**config.mk**
```make
export PLATFORM = sky130hd
export DESIGN_NAME = sram_read_streamer
export DESIGN_NICKNAME = d
export VERILOG_FILES = /design/src/rtl/sram_read_streamer.sv
export SDC_FILE = /design/constraint.sdc
export NUM_CORES = 1
export LEC_CHECK = 0
export BUFFER_PORTS_ARGS = -buffer_cell sky130_fd_sc_hd__buf_2
export CORE_MARGIN = 8
export CORE_UTILIZATION = 55
export CTS_CLUSTER_DIAMETER = 50
export DETAILED_ROUTE_END_ITERATION = 16
export GPL_ROUTABILITY_DRIVEN = 0
export GPL_TIMING_DRIVEN = 0
export PLACE_DENSITY = 0.83
export SYNTH_ARGS = -nofsm -noshare
export SYNTH_HDL_FRONTEND = slang
export SYNTH_SLANG_ARGS = --single-unit
```
**constraint.sdc**
```tcl
create_clock -name clk -period 2.53 [get_ports clk]
set_clock_uncertainty 0.15 [all_clocks]
set_input_delay 0.1265 -clock clk [delete_from_list [all_inputs] [get_ports clk]]
set_output_delay 0.1265 -clock clk [all_outputs]
set_load 0.02 [all_outputs]
```
**src/rtl/sram_read_streamer.sv**
```systemverilog
// sram_read_streamer: turns a (base, count) read command into sequential SRAM
// reads and presents the returned words as a valid/ready stream with a
// last-beat marker.
//
// Handshake: a beat transfers on a rising edge where m_valid && m_ready.
// m_valid never depends on m_ready, and once m_valid is high m_data and
// m_last hold their values until the beat transfers.
//
// The SRAM returns data one cycle after a read is issued. A 2-entry FIFO
// catches that data. A read is only issued when the word it returns is
// guaranteed a free FIFO slot, so no beat is ever dropped.
module sram_read_streamer #(
    parameter int ADDR_WIDTH = 4,
    parameter int DATA_WIDTH = 32,
    parameter int DEPTH      = 16
) (
    input  logic                  clk,
    input  logic                  rst_n,
    input  logic                  start,
    input  logic [ADDR_WIDTH-1:0] base_addr,
    input  logic [ADDR_WIDTH:0]   count,
    output logic                  busy,
    output logic                  done,
    output logic                  sram_chip_en,
    output logic                  sram_ren,
    output logic [ADDR_WIDTH-1:0] sram_raddr,
    input  logic [DATA_WIDTH-1:0] sram_dout,
    output logic                  m_valid,
    input  logic                  m_ready,
    output logic [DATA_WIDTH-1:0] m_data,
    output logic                  m_last
);

    localparam int CW = ADDR_WIDTH + 1;

    typedef enum logic [1:0] {
        S_IDLE  = 2'd0,
        S_RUN   = 2'd1,
        S_DRAIN = 2'd2,
        S_DONE  = 2'd3
    } state_t;

    state_t                state;
    state_t                state_next;

    logic [CW-1:0]         cnt_q;
    logic [CW-1:0]         issued;
    logic [CW-1:0]         accepted;
    logic [ADDR_WIDTH-1:0] rd_ptr;
    logic                  inflight;

    logic [DATA_WIDTH-1:0] fifo_mem [2];
    logic                  fifo_wp;
    logic                  fifo_rp;
    logic [1:0]            fifo_count;

    logic                  start_ok;
    logic                  issue;
    logic                  push;
    logic                  pop;
    logic [2:0]            occ;

    assign start_ok = (state == S_IDLE) && start;
    assign push     = inflight;
    assign pop      = (fifo_count != 2'd0) && m_ready;

    // Words already held or still on their way back from the SRAM.
    assign occ      = {1'b0, fifo_count} + {2'b00, inflight};

    // occ - pop < 2, written without subtraction so it cannot underflow.
    assign issue    = (state == S_RUN) && (issued < cnt_q) &&
                      (occ < (3'd2 + {2'b00, pop}));

    assign sram_ren     = issue;
    assign sram_chip_en = issue;
    assign sram_raddr   = rd_ptr;

    assign busy    = (state != S_IDLE);
    assign done    = (state == S_DONE);
    assign m_valid = (fifo_count != 2'd0);
    assign m_data  = fifo_mem[fifo_rp];
    assign m_last  = m_valid && (accepted == (cnt_q - CW'(1)));

    // State register.
    always_ff @(posedge clk or negedge rst_n) begin
        if (!rst_n) begin
            state <= S_IDLE;
        end else begin
            state <= state_next;
        end
    end

    // Next-state logic. DRAIN looks at this cycle's pop so done follows the
    // last accepted beat with no extra cycle.
    always_comb begin
        state_next = state;
        case (state)
            S_IDLE: begin
                if (start) begin
                    state_next = (count != '0) ? S_RUN : S_DONE;
                end
            end
            S_RUN: begin
                if (issued == cnt_q) begin
                    state_next = S_DRAIN;
                end
            end
            S_DRAIN: begin
                if ((accepted + CW'(pop)) == cnt_q) begin
                    state_next = S_DONE;
                end
            end
            S_DONE: begin
                state_next = S_IDLE;
            end
            default: begin
                state_next = S_IDLE;
            end
        endcase
    end

    // Command latch, issue/accept counters and the wrapping read pointer.
    always_ff @(posedge clk or negedge rst_n) begin
        if (!rst_n) begin
            cnt_q    <= '0;
            issued   <= '0;
            accepted <= '0;
            rd_ptr   <= '0;
        end else if (start_ok) begin
            cnt_q    <= count;
            issued   <= '0;
            accepted <= '0;
            rd_ptr   <= base_addr;
        end else begin
            if (issue) begin
                issued <= issued + CW'(1);
                if (rd_ptr == ADDR_WIDTH'(DEPTH - 1)) begin
                    rd_ptr <= '0;
                end else begin
                    rd_ptr <= rd_ptr + ADDR_WIDTH'(1);
                end
            end
            if (pop) begin
                accepted <= accepted + CW'(1);
            end
        end
    end

    // In-flight flag: a read issued on this edge returns data next cycle.
    always_ff @(posedge clk or negedge rst_n) begin
        if (!rst_n) begin
            inflight <= 1'b0;
        end else begin
            inflight <= issue;
        end
    end

    // 2-entry FIFO; a simultaneous push and pop while full keeps it full.
    always_ff @(posedge clk or negedge rst_n) begin
        if (!rst_n) begin
            fifo_mem[0] <= '0;
            fifo_mem[1] <= '0;
            fifo_wp     <= 1'b0;
            fifo_rp     <= 1'b0;
            fifo_count  <= 2'd0;
        end else begin
            if (push) begin
                fifo_mem[fifo_wp] <= sram_dout;
                fifo_wp           <= ~fifo_wp;
            end
            if (pop) begin
                fifo_rp <= ~fifo_rp;
            end
            fifo_count <= fifo_count + {1'b0, push} - {1'b0, pop};
        end
    end

endmodule

```
## Word-level counts from Yosys, hierarchy flattened

Index checks and enable logic that the tools add are counted.

| storage, ports and cells | value |
|---|---|
| register bits after elaboration | 90 |
| output and inout port bits | 42 |

| cells by class | value |
|---|---|
| $add $sub $neg | 9 |
| $lt $le $gt $ge | 5 |
| muxes and demuxes | 18 |
| reductions and logical operators | 13 |
| bitwise logic cells | 4 |
| equality and inequality tests | 10 |

Operators by type and width:

| operator | number |
|---|---|
| $mux 32 | 4 |
| $bwmux 64 | 1 |
| $demux 32 s1 | 1 |
| $mux 5 | 4 |
| $eq 5x5->1 | 3 |
| $mux 4 | 3 |
| $add 5x1->5 const B | 2 |
| $mux 2 | 4 |
| $pmux 2 s4 | 1 |
| $reduce_bool 2->1 | 4 |
| $logic_and 1x1->1 | 6 |
| $add 5x1->5 | 1 |
| $lt 5x5->1 | 1 |
| $reduce_bool 5->1 | 1 |
| $sub 5x1->5 const B | 1 |
| $add 4x1->4 const B | 1 |
| $eq 2x2->1 const B | 2 |
| $eq 4x4->1 const B | 1 |
| $ge 2x2->1 const B | 2 |
| $ne 2x2->1 const B | 2 |
| $not 1->2 | 2 |
| $add 2x1->3 | 1 |
| $add 2x1->3 const A | 1 |
| $lt 3x3->1 | 1 |
| other kinds (8) | 9 |

## Depth between registers and ports, before layout

| depth | value |
|---|---|
| depth after elaboration | 7 |
| gate-level depth with buffers | 9 |

## Least setup slack after synthesis

No wires, ideal clock.

| path | value |
|---|---|
| path kind | reg2reg |
| start | register fifo_count[1] |
| end | register state[1] |
| arrival | 1.993 ns |
| stages on the path, launching flop included | 10 |
| library setup time | 0.126 ns |
| data required time | 2.254 ns |
| clock period less this slack | 2.269 ns |
| slack | 0.261 ns |
| cell sequence | dfrtp_1 o21ai_2 inv_1 ha_1 ha_1 or3b_1 o211a_1 o32ai_2 a2bb2oi_1 nand3_1 |

| between the ends | value |
|---|---|
| word-level cells in the longest chain between the ends | 6 |

Ends and longest elaborated chain:

| item | RTL line | RTL |
|---|---|---|
| start, declared | 55 | `logic [1:0] fifo_count;` |
| start signal, assigned | 174 | `fifo_count <= fifo_count + {1'b0, push} - {1'b0, pop};` |
| $reduce_bool 2->1 | 65 | `assign pop = (fifo_count != 2'd0) && m_ready;` |
| $logic_and 1x1->1 | 65 |  |
| $add 5x1->5 | 109 | `if ((accepted + CW'(pop)) == cnt_q) begin` |
| $eq 5x5->1 | 109 |  |
| $ne 2x2->1 (no line) | -- |  |
| $reduce_and 3->1 (no line) | -- |  |
| end signal, assigned | 89 | `state <= state_next;` |
| end, declared | 43 | `state_t state;` |

No other way between the ends.
A chain may end at the register's enable or synchronous reset.

## Worst setup path in the final report

| path | value |
|---|---|
| start | input m_ready |
| end | register state[1] |

| between the ends | value |
|---|---|
| word-level cells in the longest chain between the ends | 5 |

Ends and longest elaborated chain:

| item | RTL line | RTL |
|---|---|---|
| start, declared | 29 | `input logic m_ready,` |
| $logic_and 1x1->1 | 65 |  |
| $add 5x1->5 | 109 |  |
| $eq 5x5->1 | 109 |  |
| $ne 2x2->1 (no line) | -- |  |
| $reduce_and 3->1 (no line) | -- |  |

No other way between the ends.

==> out/qor.tcl <==
set qor(drt_pre_antenna_iters) 4
set qor(avgSynthCellArea_um2) 12.59
set qor(worst_setup_hold_path_clk_slew_ns) 0.10
set qor(grt_pass1_wl_mm) 16.83
set qor(timing.critical_path.arrival_ns) 2.49
set qor(clk_latency_ns) 0.35
set qor(floorplan.die_area_um2) 11270
set qor(drive_gt1_share_pct) 43.34
set qor(worstReg2RegEnd) {state[1]$_DFFE_PN0P_}
set qor(place_hpwl_mm) 6.813
set qor(core_area_um2) 8051
set qor(tritoncts.num_buffers) 9
set qor(cts_buffer_depth) 2
set qor(route.detailed.vias_per_inst) 5.248
set qor(ant_nets) 0
set qor(leakagePower_nw) 2.628
set qor(antenna_found_initial) 0
set qor(dr_total_vias) 3191
set qor(clock_tree.htree_level_count) 3
set qor(drtIter0Drc) 84
set qor(design.portCount) 87
set qor(drv.max_cap_violation_count) 0
set qor(pre_cts_ws_ns) -0.04845
set qor(total_nets_after_synthesis) 420
set qor(multiplexer_share_of_the_synthesized_area_pct) 25.31
set qor(synth_xor_xnor_area_share_pct) 4.311
set qor(postSynth.topFlopCell) {sky130_fd_sc_hd__dfrtp_1}
set qor(r2r-start) {fifo_count[0]$_DFF_PN0_}
set qor(final_core_utilization_pct) 71.33
set qor(power.density_cell_area_nw_per_um2) 1317
set qor(slew_headroom_pct) 58.40
set qor(synth_compound_gate_area_share_pct) 4.675
set qor(chipWidth_um) 106.1
set qor(cts_sinks) 90
set qor(start_util_pct) 55.51
set qor(critPathKind) {input port to register}
set qor(yosysUniqueCellTypes) 39
set qor(post_synth_and_or_nand_nor_area_fraction_pct) 6.747
set qor(ir_drop_v) 0.0006865
set qor(netlist_area_before_placement_um2) 4469
set qor(root_buffer) {sky130_fd_sc_hd__clkbuf_8}
set qor(cp_max_fo) 6
set qor(mostFrequentLayoutCells) {95 x sky130_fd_sc_hd__mux2_2, 89 x sky130_fd_sc_hd__buf_2, 88 x sky130_fd_sc_hd__dfrtp_1, 43 x sky130_fd_sc_hd__dlygate4sd3_1}
set qor(portBuffers) 86
set qor(finalWorstPathRequiredPeriod_ns) 2.414
set qor(worst-endpoint-required_ns) 2.61
set qor(r2r_slack_ns) 0.12
set qor(final_max_slew_viol_count) 0
set qor(tritoncts_clock_tree) {built}
set qor(mostFrequentLayoutCell) {sky130_fd_sc_hd__mux2_2}
set qor(finalCritPeriodShare_pct) 95.41
set qor(asyncSetResetFlopFracSynth_pct) 100.0
set qor(fin_hold_ws_ns) 0.02767
set qor(synth.yosys.warnings) 0
set qor(rsz0062_at_grt) {false}
set qor(tightest_slew_ns) 0.6241
set qor(antenna_cells) 0
set qor(design.final.nets) 563
set qor(synth_edf_count) 0
set qor(areaGrowthSynthToFinish_pct) 28.50
set qor(grt_pass1_vias) 3504
set qor(crit_path_start_kind) {input port}
set qor(die_y_um) 106.1
set qor(grt_use_total_pct) 18.30
set qor(overflow) 0
set qor(proportion_of_synthesized_chip_area_in_sequential_cells_pct) 50.39
set qor(combinational_family_with_the_most_area_after_synthesis) {multiplexers}
set qor(grt_start_max_net_pins) 75
set qor(syn-instance-count) 355
set qor(hold_path.class) {input port to async pin}
set qor(std_cell_rows) 33
set qor(routedWlPerCell_um) 16.72
set qor(setup_slack_ns) 0.1162
set qor(setup_viol) 0
set qor(cp-end-kind) {register}
set qor(num-fill-cells) 577
set qor(totalPowerFinal_w) 0.007562
set qor(clock.fmax_mhz) 414.3
set qor(routed_wirelength_mm) 10.16
set qor(final-hold-violation-count) 0
set qor(route.detailed.drc) 0
set qor(synth.ff_latch_count) 90
set qor(timing.reg2reg.worst_path_depth) 9
set qor(outcome) {completed}
set qor(post_synth_fa_ha_maj_area_fraction_pct) 5.599
-- routing by layer --
| layer | track usage, % | vias to the layer above | part of all wire (%) |
|---|---|---|---|
| met4 | 4.925 | 0 | 1.1 |
| met2 | 32.80 | 78 | 52 |
| met5 | 0 | - | 0 |
| met3 | 3.690 | 11 | 4.3 |
| li1 | - | 1531 | - |
| met1 | 21.79 | 1571 | 43 |
-- where the power goes --
part | leakage (nW) | total [W] | internal, W | switching (W)
Clock | 0.108 | 0.00103 | 0.000495 | 0.000534
Sequential | 1.07 | 0.00260 | 0.00214 | 0.000463
Combinational | 1.45 | 0.00393 | 0.00186 | 0.00207
Total | 2.63 | 0.00756 | 0.00450 | 0.00306
-- cells by family after synthesis --
kind of cell / after synthesis
fa+ha+maj: 20
mux: 101
flops: 90
buf+inv: 33
simple gates: 60
compound gates: 29
xor+xnor: 22
-- worst max-delay path, stage by stage --
cell and delay [ns]:
sky130_fd_sc_hd__dlygate4sd3_1 0.52, sky130_fd_sc_hd__buf_2 0.13, sky130_fd_sc_hd__o21ai_4 0.09, sky130_fd_sc_hd__inv_2 0.11, sky130_fd_sc_hd__ha_1 0.19, sky130_fd_sc_hd__ha_2 0.23, sky130_fd_sc_hd__or3b_1 0.35, sky130_fd_sc_hd__o211a_1 0.16
sky130_fd_sc_hd__o32ai_4 0.28, sky130_fd_sc_hd__a2bb2oi_1 0.22, sky130_fd_sc_hd__nand3_1 0.10
-- timing repair --
item / in CTS / in global routing
hold endpoints to repair: 164 / 0
pin swaps: 1 / 0
endpoints found under the setup margin: 4 / 5
resized for setup: 2 / 6
hold buffers: 43 / 0
setup buffers: 2 / 0
-- stage by stage --
stage	std cells	area [µm²]	setup TNS (ns)
floorplan	355	4469	0
global placement	546	5031	0
detailed placement	547	5061	-0.08429
CTS	608	5725	0
global route	608	5743	0
finish	608	5743	0
-- area by class of cell --
type / count / area [µm²] / area share (%)
Sequential cell: 90 / 2255 / 39.26
Multi-Input combinational cell: 232 / 2111 / 36.75
Timing Repair Buffer: 132 / 905.9 / 15.77
Clock buffer: 10 / 137.6 / 2.397
Tap cell: 105 / 131.4 / 2.288
Clock inverter: 6 / 70.07 / 1.220
Inverter: 18 / 67.56 / 1.176
Buffer: 15 / 65.06 / 1.133
-- worst max path at each step --
stage / startpoint / depth (start not counted) / slack, ns / end
6_report: m_ready / 11 / 0.12 / state[1]$_DFFE_PN0P_
5_1_grt: m_ready / 11 / 0.01 / state[1]$_DFFE_PN0P_
4_1_cts: fifo_count[0]$_DFF_PN0_ / 9 / 0.01 / state[0]$_DFFE_PN0P_
3_5_place_dp: fifo_count[1]$_DFF_PN0_ / 9 / -0.05 / state[0]$_DFFE_PN0P_
3_3_place_gp: fifo_count[1]$_DFF_PN0_ / 9 / 0.009 / state[0]$_DFFE_PN0P_
2_1_floorplan: fifo_count[1]$_DFF_PN0_ / 9 / 0.26 / state[1]$_DFFE_PN0P_
-- cells in the mapped netlist, types with 7 or more instances --
library cell | number | share of area [%]
sky130_fd_sc_hd__clkbuf_1 | 7 | 0.59
sky130_fd_sc_hd__dfrtp_1 | 90 | 50
sky130_fd_sc_hd__ha_1 | 20 | 5.6
sky130_fd_sc_hd__inv_1 | 18 | 1.5
sky130_fd_sc_hd__mux2_2 | 95 | 24
sky130_fd_sc_hd__nand2_1 | 19 | 1.6
sky130_fd_sc_hd__nand3_1 | 7 | 0.78
sky130_fd_sc_hd__nor2_1 | 13 | 1.1
sky130_fd_sc_hd__o21ai_0 | 9 | 1.0
sky130_fd_sc_hd__xnor2_1 | 11 | 2.2
sky130_fd_sc_hd__xor2_1 | 11 | 2.2
-- sequential cells by signal, summed over array words and instances, names as in the netlist --
register / cells
accepted: 5
cnt_q: 5
fifo_rp: 1
issued: 5
state: 2
fifo_wp: 1
inflight: 1
fifo_mem: 64
sram_raddr: 4
fifo_count: 2
(Power assumes the default switching activity.)
